File: src/rtl/seg_display_ctrl.sv
// seg_display_ctrl: debounced single-step clock for the pipelined CPU plus a
// 4-digit multiplexed seven-segment viewer for pc_in / reg_in.
// The value shown is latched once per frame, so the digits of one frame
// always come from a single 16-bit snapshot.
module seg_display_ctrl #(
    parameter int DEBOUNCE_CYCLES = 1000000,
    parameter int REFRESH_CYCLES  = 100000
) (
    input  logic        clk,
    input  logic        reset,
    input  logic        step_btn,
    input  logic        sel_pc,
    input  logic        half_sel,
    input  logic [31:0] pc_in,
    input  logic [31:0] reg_in,
    output logic        step_level,
    output logic        step_pulse,
    output logic [15:0] step_count,
    output logic [3:0]  an,
    output logic [6:0]  seg,
    output logic        dp
);

    localparam int DB_W = (DEBOUNCE_CYCLES > 2) ? $clog2(DEBOUNCE_CYCLES) : 1;
    localparam int RF_W = (REFRESH_CYCLES  > 2) ? $clog2(REFRESH_CYCLES)  : 1;
    localparam logic [DB_W-1:0] DB_LAST = DB_W'(DEBOUNCE_CYCLES - 1);
    localparam logic [RF_W-1:0] RF_LAST = RF_W'(REFRESH_CYCLES - 1);

    logic            s1;
    logic            s2;
    logic [DB_W-1:0] db_cnt;
    logic            level_prev;
    logic [RF_W-1:0] rf_cnt;
    logic [1:0]      idx;
    logic [15:0]     frame;
    logic            frame_pc;
    logic [31:0]     src_word;
    logic [15:0]     src_half;
    logic [3:0]      nibble;

    // Active-low gfedcba pattern for one hex digit.
    function automatic logic [6:0] hex_code(input logic [3:0] v);
        logic [6:0] c;
        case (v)
            4'h0: c = 7'h40;
            4'h1: c = 7'h79;
            4'h2: c = 7'h24;
            4'h3: c = 7'h30;
            4'h4: c = 7'h19;
            4'h5: c = 7'h12;
            4'h6: c = 7'h02;
            4'h7: c = 7'h78;
            4'h8: c = 7'h00;
            4'h9: c = 7'h10;
            4'hA: c = 7'h08;
            4'hB: c = 7'h03;
            4'hC: c = 7'h46;
            4'hD: c = 7'h21;
            4'hE: c = 7'h06;
            default: c = 7'h0E;
        endcase
        return c;
    endfunction

    // Value that would be captured if a frame started this cycle, and the
    // nibble for the digit currently being scanned.
    always_comb begin
        src_word = sel_pc ? pc_in : reg_in;
        src_half = half_sel ? src_word[31:16] : src_word[15:0];
        nibble   = frame[{idx, 2'b00} +: 4];
    end

    // Rising edge of the debounced level; combinational so it is high in the
    // cycle right after step_level rises.
    assign step_pulse = step_level & ~level_prev;

    // Button synchroniser, debouncer, edge history and step counter.
    always_ff @(posedge clk) begin
        if (reset) begin
            s1         <= 1'b0;
            s2         <= 1'b0;
            db_cnt     <= '0;
            step_level <= 1'b0;
            level_prev <= 1'b0;
            step_count <= 16'h0000;
        end else begin
            s1         <= step_btn;
            s2         <= s1;
            level_prev <= step_level;
            if (s2 == step_level) begin
                db_cnt <= '0;
            end else if (db_cnt == DB_LAST) begin
                step_level <= s2;
                db_cnt     <= '0;
            end else begin
                db_cnt <= db_cnt + DB_W'(1);
            end
            if (step_pulse) begin
                step_count <= step_count + 16'd1;
            end
        end
    end

    // Digit refresh timer, frame snapshot and registered display drive.
    always_ff @(posedge clk) begin
        if (reset) begin
            rf_cnt   <= '0;
            idx      <= 2'd0;
            frame    <= 16'h0000;
            frame_pc <= 1'b0;
            an       <= 4'b1111;
            seg      <= 7'h7F;
            dp       <= 1'b1;
        end else begin
            an  <= ~(4'b0001 << idx);
            seg <= hex_code(nibble);
            dp  <= ~(frame_pc & (idx == 2'd0));
            if (rf_cnt == RF_LAST) begin
                rf_cnt <= '0;
                idx    <= idx + 2'd1;
                if (idx == 2'd3) begin
                    frame    <= src_half;
                    frame_pc <= sel_pc;
                end
            end else begin
                rf_cnt <= rf_cnt + RF_W'(1);
            end
        end
    end

endmodule

File: config.mk
export PLATFORM = sky130hd
export DESIGN_NAME = seg_display_ctrl
export DESIGN_NICKNAME = d
export VERILOG_FILES = /design/src/rtl/seg_display_ctrl.sv
export SDC_FILE = /design/constraint.sdc
export NUM_CORES = 1
export LEC_CHECK = 0
export CORE_ASPECT_RATIO = 1.75
export CORE_MARGIN = 3
export CORE_UTILIZATION = 54
export CTS_CLUSTER_DIAMETER = 80
export DETAILED_ROUTE_END_ITERATION = 16
export GPL_ROUTABILITY_DRIVEN = 1
export PLACE_DENSITY = 0.94
export SETUP_SLACK_MARGIN = 0.15
export SLEW_MARGIN = 15
export SYNTH_ARGS = -nofsm -noshare
export SYNTH_HDL_FRONTEND = slang
export SYNTH_SLANG_ARGS = --single-unit
File: constraint.sdc
create_clock -name clk -period 5.8 [get_ports clk]
set_input_delay 1.45 -clock clk [delete_from_list [all_inputs] [get_ports clk]]
set_output_delay 1.45 -clock clk [all_outputs]
set_load 0.005 [all_outputs]
==> results of run 1 <==
[report_power, final]
| part | internal [mW] | total [mW] | leakage, nW | switching [mW] |
|---|---|---|---|---|
| Combinational | 0.0655 | 0.0945 | 0.986 | 0.0290 |
| Clock | 0.340 | 0.564 | 0.145 | 0.224 |
| Sequential | 0.610 | 0.612 | 0.712 | 0.00239 |
[state kept, by name (all words and copies together), names as in the netlist]
name	flops
an	4
db_cnt	20
dp	1
frame	16
frame_pc	1
idx	2
level_prev	1
rf_cnt	17
s1	1
s2	1
seg	7
step_count	16
step_level	1
[kinds of logic (layout without fill, tap and decap cells)]
logic type	after synthesis	after routing
and+or+nand+nor	182	182
DFF	88	88
AOI/OAI and AO/OA	72	72
buffers and inverters	43	129
xor gates and xnor gates	37	37
muxes	27	27
adders and majority gates	13	13
[cell usage in the layout, fill, tap and decap left out, types with 4 or more instances in the layout]
| cell type | instances |
|---|---|
| xor2_1 | 19 |
| clkdlybuf4s50_1 | 98 |
| dfxtp_1 | 88 |
| nand3_1 | 37 |
| or3_1 | 7 |
| xnor2_1 | 18 |
| mux2_2 | 4 |
| o21ai_0 | 25 |
| nor2b_1 | 5 |
| nor4_1 | 7 |
| ha_1 | 13 |
| inv_1 | 15 |
| or4_1 | 7 |
| nand4_1 | 11 |
| nand2_1 | 29 |
| and4_1 | 4 |
| clkbuf_16 | 9 |
| a21oi_1 | 33 |
| o31ai_1 | 4 |
| mux4_2 | 20 |
| and3_1 | 4 |
| nor3_1 | 7 |
| nor2_1 | 49 |
[area by class of cell]
cell class	instances	area share (%)
Timing Repair Buffer	99	17.7
Clock buffer	11	4.36
Inverter	15	1.01
Sequential cell	88	31.6
Clock inverter	4	0.809
Tap cell	88	1.98
Multi-Input combinational cell	331	42.5
[worst paths after layout]
kind / from / to / cells past startpoint
setup reg to reg: rf_cnt[0] / rf_cnt[11] / 5
setup / recovery: reset / rf_cnt[11] / 4
hold / removal: frame_pc / dp / 1
hold reg to reg: frame_pc / dp / 1
[per-stage QoR]
| stage | setup slack [ns] | total power [mW] | cells | hold slack [ns] | area, µm² |
|---|---|---|---|---|---|
| floorplan | 3.03 | 0.664 | 462 | 0.364 | 4310 |
| global placement | 2.22 | 0.717 | 621 | 0.383 | 5280 |
| detailed placement | 2.15 | 0.720 | 621 | 0.385 | 5280 |
| CTS | 2.52 | 1.28 | 636 | 0.400 | 5570 |
| global route | 2.30 | 1.31 | 636 | 0.420 | 5570 |
| finish | 2.51 | 1.27 | 636 | 0.401 | 5570 |
[critical path, delay by kind of cell]
kind / cells / cell delay [ns]
AND/OR/NAND/NOR: 1 / 0.48
buffers and inverters: 2 / 1.45
AO/OA/AOI/OAI: 1 / 0.10
[metal layers]
| layer | GRT usage [%] | part of all wire [%] | wire (µm) | vias to the layer above |
|---|---|---|---|---|
| li1 | - | - | - | 1824 |
| met1 | 24.4 | 37 | 3810 | 1855 |
| met2 | 44.0 | 56 | 5890 | 109 |
| met4 | 9.07 | 2.1 | 219 | 0 |
| met3 | 6.06 | 4.8 | 502 | 17 |
| met5 | 0 | 0 | 0 | - |
==> flow_summary.ini, run 1 <==
[status]
status = complete, no violations

[synth]
synth-seq-cells = 88
synth_warnings = 0
ys_types = 42
async_flop_share_pct = 0
synth_top_area_share_pct = 40.9
synthAdderAreaFrac_pct = 3.78
synth-simple-area-share_pct = 21.8
synth_top_family_by_area = simple AND/OR/NAND/NOR gates
synth_most_common_cell = dfxtp_1
synth_area_mm2 = 0.00431
synth_area_leader_cell = dfxtp_1
synth_area_leaders = dfxtp_1 (41%), mux4_2 (10%), nand3_1 (4.3%), nor2_1 (4.3%), xor2_1 (3.9%)
synth_edf_count = 0
synth_mux_area_share_pct = 12.2
synth_common_cells = dfxtp_1 (88), nor2_1 (49), nand3_1 (37)
synth_flop_cell = dfxtp_1
synth_xor_area_share_pct = 7.52
synth_compound_area_share_pct = 9.59
syn-num-nets = 544
synthCells = 462
avgSynthCellArea_um2 = 9.32
yosysSeqAreaShare_pct = 40.9

[timing]
slew_violations = 0
worst_pin_slew_ns = 1.05
fmax_mhz = 304
finalClockSkew_ns = 0.00584
max_slew_margin_pct = 29.8
fin_crit_sh_pct = 56.7
hold_viol = 0
setup_tns_ns = 0
rsz0062_at_grt = no
setup_violations = 0
period_minus_slack_ns = 3.29

[finish]
fin_util_pct = 72.6
fillers = 535
nets = 626
layout-drive-gt1-share_pct = 8.58
regArea_mm2 = 0.00176
multi_input_area_mm2 = 0.00236
n_antenna_cell = 0
syn_to_final_growth_pct = 29.3

[setup_path]
crit_chain = clkdlybuf4s50_1 -> inv_1 -> nand2_1 -> a21oi_1
critPathKind = input pin to flop
cp-end-kind = flop
crit_fanout = 24
max_stage_delay_ns = 1.00
rrSetupSlack_ns = 3.39
crit_arrival_ns = 3.50
start_kind = input pin
required_ns = 6.01
critical_path.slowest_cell = clkdlybuf4s50_1

[clocking]
htree_num_levels = 3
clock_sinks = 88
clkLatencyLatePin_ns = 0.34
ctsRootBufferMaster = clkbuf_16
cts_hold_buf = 0
postCtsSetupRepairBufs = 0
path_clk_slew_ns = 0.06
cts_tree = yes
ctsLongestPathBuffers = 2
cts_buffers = 9
cts_resized = 0

[drt]
routedWlPerCell_um = 16.4
vias_per_cell = 5.98
drc = 0
wirelength_um = 10400
firstDrtPassIters = 4
ant_nets = 0
drtIter0Drc = 167
dr_total_vias = 3805

[grt]
antenna_found_initial = 0
grt_pass1_vias = 3732
grt-ovfl-total = 0
grt_max_degree = 26
grt_util_all_layers_pct = 23.6
grt_pass1_wl_um = 16700

[power_and_ir_drop]
power.leakage_nw = 1.84
powerDensity_mw_per_mm2 = 228
peakVddDrop_mv = 0.228

[min_path]
hold_class = flop to flop

[placed_design]
gp_congestion = 0.809
port_buffers = 98
dp_hpwl_um = 7700

[flow_run]
maxCapViolations = 0

[floorplan]
core.rowCount = 42
io_pins = 99
fp.coreArea_mm2 = 0.00767
start_util_pct = 56.1
design.die.area_mm2 = 0.00912
die_h_um = 124
fp.dieW_um = 73.5
(Power assumes the default switching activity.)
==> run 2, diff against run 1 <==
- CORE_UTILIZATION: 54 -> 50
- PLACE_DENSITY: 0.94 -> 0.89
- clock period: 5.8 -> 3.2 ns (I/O delays scaled with it)
==> run 2 against run 1 <==
Effect of this change:
- sequential share of layout area fell by 0.50 points
- cell count rose by 5.0%
- setup slack got worse by 1.9 ns
- sequential power rose by 81%
- non-clock buffer count rose by 4
- wire length fell by 2.8%
- core utilization fell by 5.0 points
- critical path depth fell by 2
- global-route usage fell by 2.3 points
- count of clock-buffer cells in the layout did not move
- clock power rose by 95%
- largest cell class unchanged
==> flow_summary.ini, run 2 (synthesis results as in run 1) <==
[status]
status = complete, no violations

[setup_path]
crit_arrival_ns = 1.81
r2r_cells = 5
crit_fanout = 7
rrSetupSlack_ns = 0.94
r2r_end = seg[0]
cp-end-kind = output port
required_ns = 2.40
start_kind = flop
critPathKind = flop to output port
r2r_start = idx[0]

[floorplan]
start_util_pct = 51.5
design.die.area_mm2 = 0.00981
fp.coreArea_mm2 = 0.00837
core.rowCount = 44
io_pins = 99
die_h_um = 129
fp.dieW_um = 76.2

[placed_design]
port_buffers = 98
dp_hpwl_um = 7480
gp_congestion = 0.844

[drt]
drc = 0
firstDrtPassIters = 5
wl_met3_um = 441
drtIter0Drc = 230
routedWlPerCell_um = 15.2
wirelength_um = 10100
top_layer = met4
vias_per_cell = 5.65
wl_met2_um = 5600
dr_total_vias = 3772
ant_nets = 0
wl_met1_um = 3750

[grt]
grt-ovfl-total = 0
grt_max_degree = 26
antenna_found_initial = 0
grt_util_all_layers_pct = 21.3
grt_pass1_wl_um = 17000
grt_pass1_vias = 3832

[clocking]
ctsRootBufferMaster = clkbuf_16
htree_num_levels = 3
clkLatencyLatePin_ns = 0.34
postCtsSetupRepairBufs = 0
path_clk_slew_ns = 0.06
clock_sinks = 88
cts_buffers = 9
cts_hold_buf = 0
cts_resized = 0
cts_tree = yes
ctsLongestPathBuffers = 2

[timing]
hold_viol = 0
max_slew_margin_pct = 53.0
finalClockSkew_ns = 0.00798
worst_pin_slew_ns = 0.698
setup_violations = 0
setup_tns_ns = 0
fin_crit_sh_pct = 81.5
slew_violations = 0
timing.hold.ws_ns = 0.412
rsz0062_at_grt = no
fmax_mhz = 384
period_minus_slack_ns = 2.61

[power_and_ir_drop]
pwr-share-seq_pct = 46.6
swShare_pct = 19.8
p_clk_share_pct = 46.1
peakVddDrop_mv = 0.315
combPwrFrac_pct = 7.3
intPower_mw = 1.91
power.switching_uw = 472
powerDensity_mw_per_mm2 = 421
power.leakage_nw = 1.87

[min_path]
min_to = dp
hold_class = flop to flop
min-delay-start = frame_pc
hold_path_depth = 1

[finish]
final_common_cell = clkdlybuf4s50_1
layout-drive-gt1-share_pct = 9.22
n_antenna_cell = 0
top_regs = db_cnt (20), rf_cnt (17)
largest_register = db_cnt
largest_reg_flops = 20
syn_to_final_growth_pct = 31.4
nets = 630
layout_common_cells = clkdlybuf4s50_1 (98), dfxtp_1 (88), nor2_1 (49), nand3_1 (37), a21oi_1 (33)

[flow_run]
maxCapViolations = 0
[run 2: cell types whose count changed in the layout (fill, tap and decap cells not counted), sizes merged]
cell      previous run  this run
clkinv               3         2
buf                  1         5
clkinvlp             0         1
bufinv               1         2
[run 2: final cells by class]
cell class	instances	area, µm²
Timing Repair Buffer	103	1020
Clock buffer	11	233
Inverter	15	56.3
Multi-Input combinational cell	331	2360
Clock inverter	5	81.3
Tap cell	115	144
Fill cell	641	2710
Sequential cell	88	1760
[run 2: power groups by stage]
stage | Sequential [mW] | Clock (mW) | Combinational [mW]
2_1_floorplan | 1.13 | 0 | 0.0691
3_3_place_gp | 1.13 | 0 | 0.169
3_5_place_dp | 1.13 | 0 | 0.173
4_1_cts | 1.11 | 1.11 | 0.174
5_1_grt | 1.11 | 1.15 | 0.185
6_report | 1.11 | 1.10 | 0.173
[run 2: metrics by stage]
step	std cells	utilization, %	total power [mW]	instance area (µm²)	setup WS (ns)
2_1_floorplan	462	-	1.20	4310	1.08
3_3_place_gp	652	63.9	1.30	5350	0.801
3_5_place_dp	652	63.9	1.31	5350	0.738
4_1_cts	668	67.6	2.39	5660	0.589
5_1_grt	668	67.6	2.45	5660	0.524
6_report	668	67.6	2.38	5660	0.593
[run 2: worst max-delay path, cell delays in order (launching register included)]
cell,delay [ns]
dfxtp_1,0.46
nor2b_1,0.42
clkdlybuf4s50_1,0.59
[run 2: per-layer routing]
layer  track usage [%]  vias to the layer above
met5                 0                        -
met4              10.4                        0
li1                  -                     1832
met3              3.71                       24
met1              21.7                     1798
met2              41.4                      118
[run 2: worst max path at each step]
stage | start | endpoint
global route | step_level | step_pulse
floorplan | sel_pc | frame[6]
finish | step_level | step_pulse
global placement | half_sel | frame[9]
detailed placement | half_sel | frame[9]
CTS | step_level | step_pulse
==> run 3, diff against run 2 <==
- clock period: 3.2 -> 2.6 ns (I/O delays scaled with it)
==> run 3 against run 2 <==
Effect of this change:
- wire length rose by 3.6%
- register-to-register slack got worse by 0.55 ns
- setup slack worse by 0.22 ns
- global-route usage rose by 1.0 points
- total power up 23%
- non-clock buffer count up 3
- first-iteration DRC count shrank 6.5%
- clock skew decreased by 0.00092 ns
- via count grew 1.5%
- die area is the same
- clock power rose by 22%
- worst hold slack lost 0.0018 ns
- largest cell class unchanged
==> flow_summary.ini, run 3 (synthesis results as in run 1) <==
[setup_path]
critPathTopFamily = buffers and inverters
critPathKind = flop to output port
crit_arrival_ns = 1.57
crit_chain = nor2b_1 -> buf_4 -> clkdlybuf4s50_1
crit_fanout = 7
crit_buf_inv = 2
start_kind = flop
cp-end-kind = output port
critical_path.slowest_cell = clkdlybuf4s50_1
required_ns = 1.95
max_stage_delay_ns = 0.50

[clocking]
cts_resized = 0
postCtsSetupRepairBufs = 0
htree_num_levels = 3
cts_hold_buf = 0
ctsRootBufferMaster = clkbuf_16
clkLatencyLatePin_ns = 0.34
cts_tree = yes
clock_sinks = 88
path_clk_slew_ns = 0.06
ctsLongestPathBuffers = 2
cts_buffers = 9

[floorplan]
io_pins = 99
design.die.area_mm2 = 0.00981
start_util_pct = 51.5
core.rowCount = 44
fp.coreArea_mm2 = 0.00837
die_h_um = 129
fp.dieW_um = 76.2

[finish]
syn_to_final_growth_pct = 32.4
fin_util_pct = 68.1
layout_common_cells = clkdlybuf4s50_1 (98), dfxtp_1 (88), nor2_1 (49), nand3_1 (37), a21oi_1 (33)
top_regs = db_cnt (20), rf_cnt (17)
final_common_cell = clkdlybuf4s50_1
nets = 633
largest_register = db_cnt
layout-drive-gt1-share_pct = 10.1
largest_reg_flops = 20

[flow_run]
maxCapViolations = 0

[timing]
fmax_mhz = 450
max_slew_margin_pct = 50.1
period_minus_slack_ns = 2.22
fin_crit_sh_pct = 85.6
setup_tns_ns = 0
finalClockSkew_ns = 0.00706
hold_viol = 0
setup_violations = 0
slew_violations = 0
worst_pin_slew_ns = 0.748
rsz0062_at_grt = no

[power_and_ir_drop]
powerDensity_mw_per_mm2 = 512
power.leakage_nw = 1.89
peakVddDrop_mv = 0.440

[drt]
wirelength_um = 10500
ant_nets = 0
drtIter0Drc = 215
vias_per_cell = 5.70
drc = 0
dr_total_vias = 3828
firstDrtPassIters = 5
routedWlPerCell_um = 15.6

[grt]
antenna_found_initial = 1
grt-ovfl-total = 0
grt_max_degree = 25
grt_pass1_vias = 3829
grt_util_all_layers_pct = 22.3
grt_pass1_wl_um = 17500

[status]
status = complete, no violations

[min_path]
hold_class = flop to flop

[placed_design]
dp_hpwl_um = 7700
port_buffers = 98
gp_congestion = 0.806
==> run 3: cell types whose count changed in the layout (fill, tap and decap cells not counted), sizes merged <==
| cell | change |
|---|---|
| buf | +3 |
| bufinv | -1 |
| clkbuf | +1 |
| diode | +1 |
==> run 3: per-layer routing <==
metal	GRT usage, %	share of wire [%]
met1	23.3	36
met2	40.8	54
met3	4.69	4.9
met4	13.9	4.7
met5	0	0
==> run 3: per-stage QoR <==
stage | setup slack, ns | area (µm²) | std cells | total power, mW | hold WS, ns
5_1_grt | 0.255 | 5700 | 672 | 3.00 | 0.437
6_report | 0.375 | 5700 | 672 | 2.92 | 0.410
3_5_place_dp | 0.413 | 5380 | 655 | 1.61 | 0.395
4_1_cts | 0.369 | 5700 | 671 | 2.94 | 0.412
2_1_floorplan | 0.548 | 4310 | 462 | 1.48 | 0.364
3_3_place_gp | 0.458 | 5380 | 655 | 1.61 | 0.384
==> run 3: cell type report <==
cell class	count	area, µm²
clock inverter	4	51.3
antenna	1	2.50
fill	619	2670
timing repair buffer	106	1050
multi-input combinational	331	2360
tap	115	144
clock buffer	12	267
inverter	15	56.3
sequential	88	1760
==> run 3: power by group <==
group          internal, mW  total, mW  switching (mW)
Combinational         0.152      0.218          0.0660
Sequential             1.36       1.37         0.00543
Clock                 0.823       1.34           0.516
Total                  2.33       2.92           0.587
==> run 3: path summary, 6_finish.rpt <==
kind | start | cells after the start | end | slack, ns
max | step_level | 3 | step_pulse | 0.38
min | frame_pc | 1 | dp | 0.41
min reg2reg | frame_pc | 1 | dp | 0.41
max reg2reg | idx[0] | 5 | seg[0] | 0.39
==> run 3: worst reg2reg max path, cell delays in order (launching register included) <==
cell      delay [ns]
dfxtp_1         0.58
mux4_2          0.62
ha_1            0.27
or3b_2          0.48
o221ai_1        0.08
nand2_1         0.07
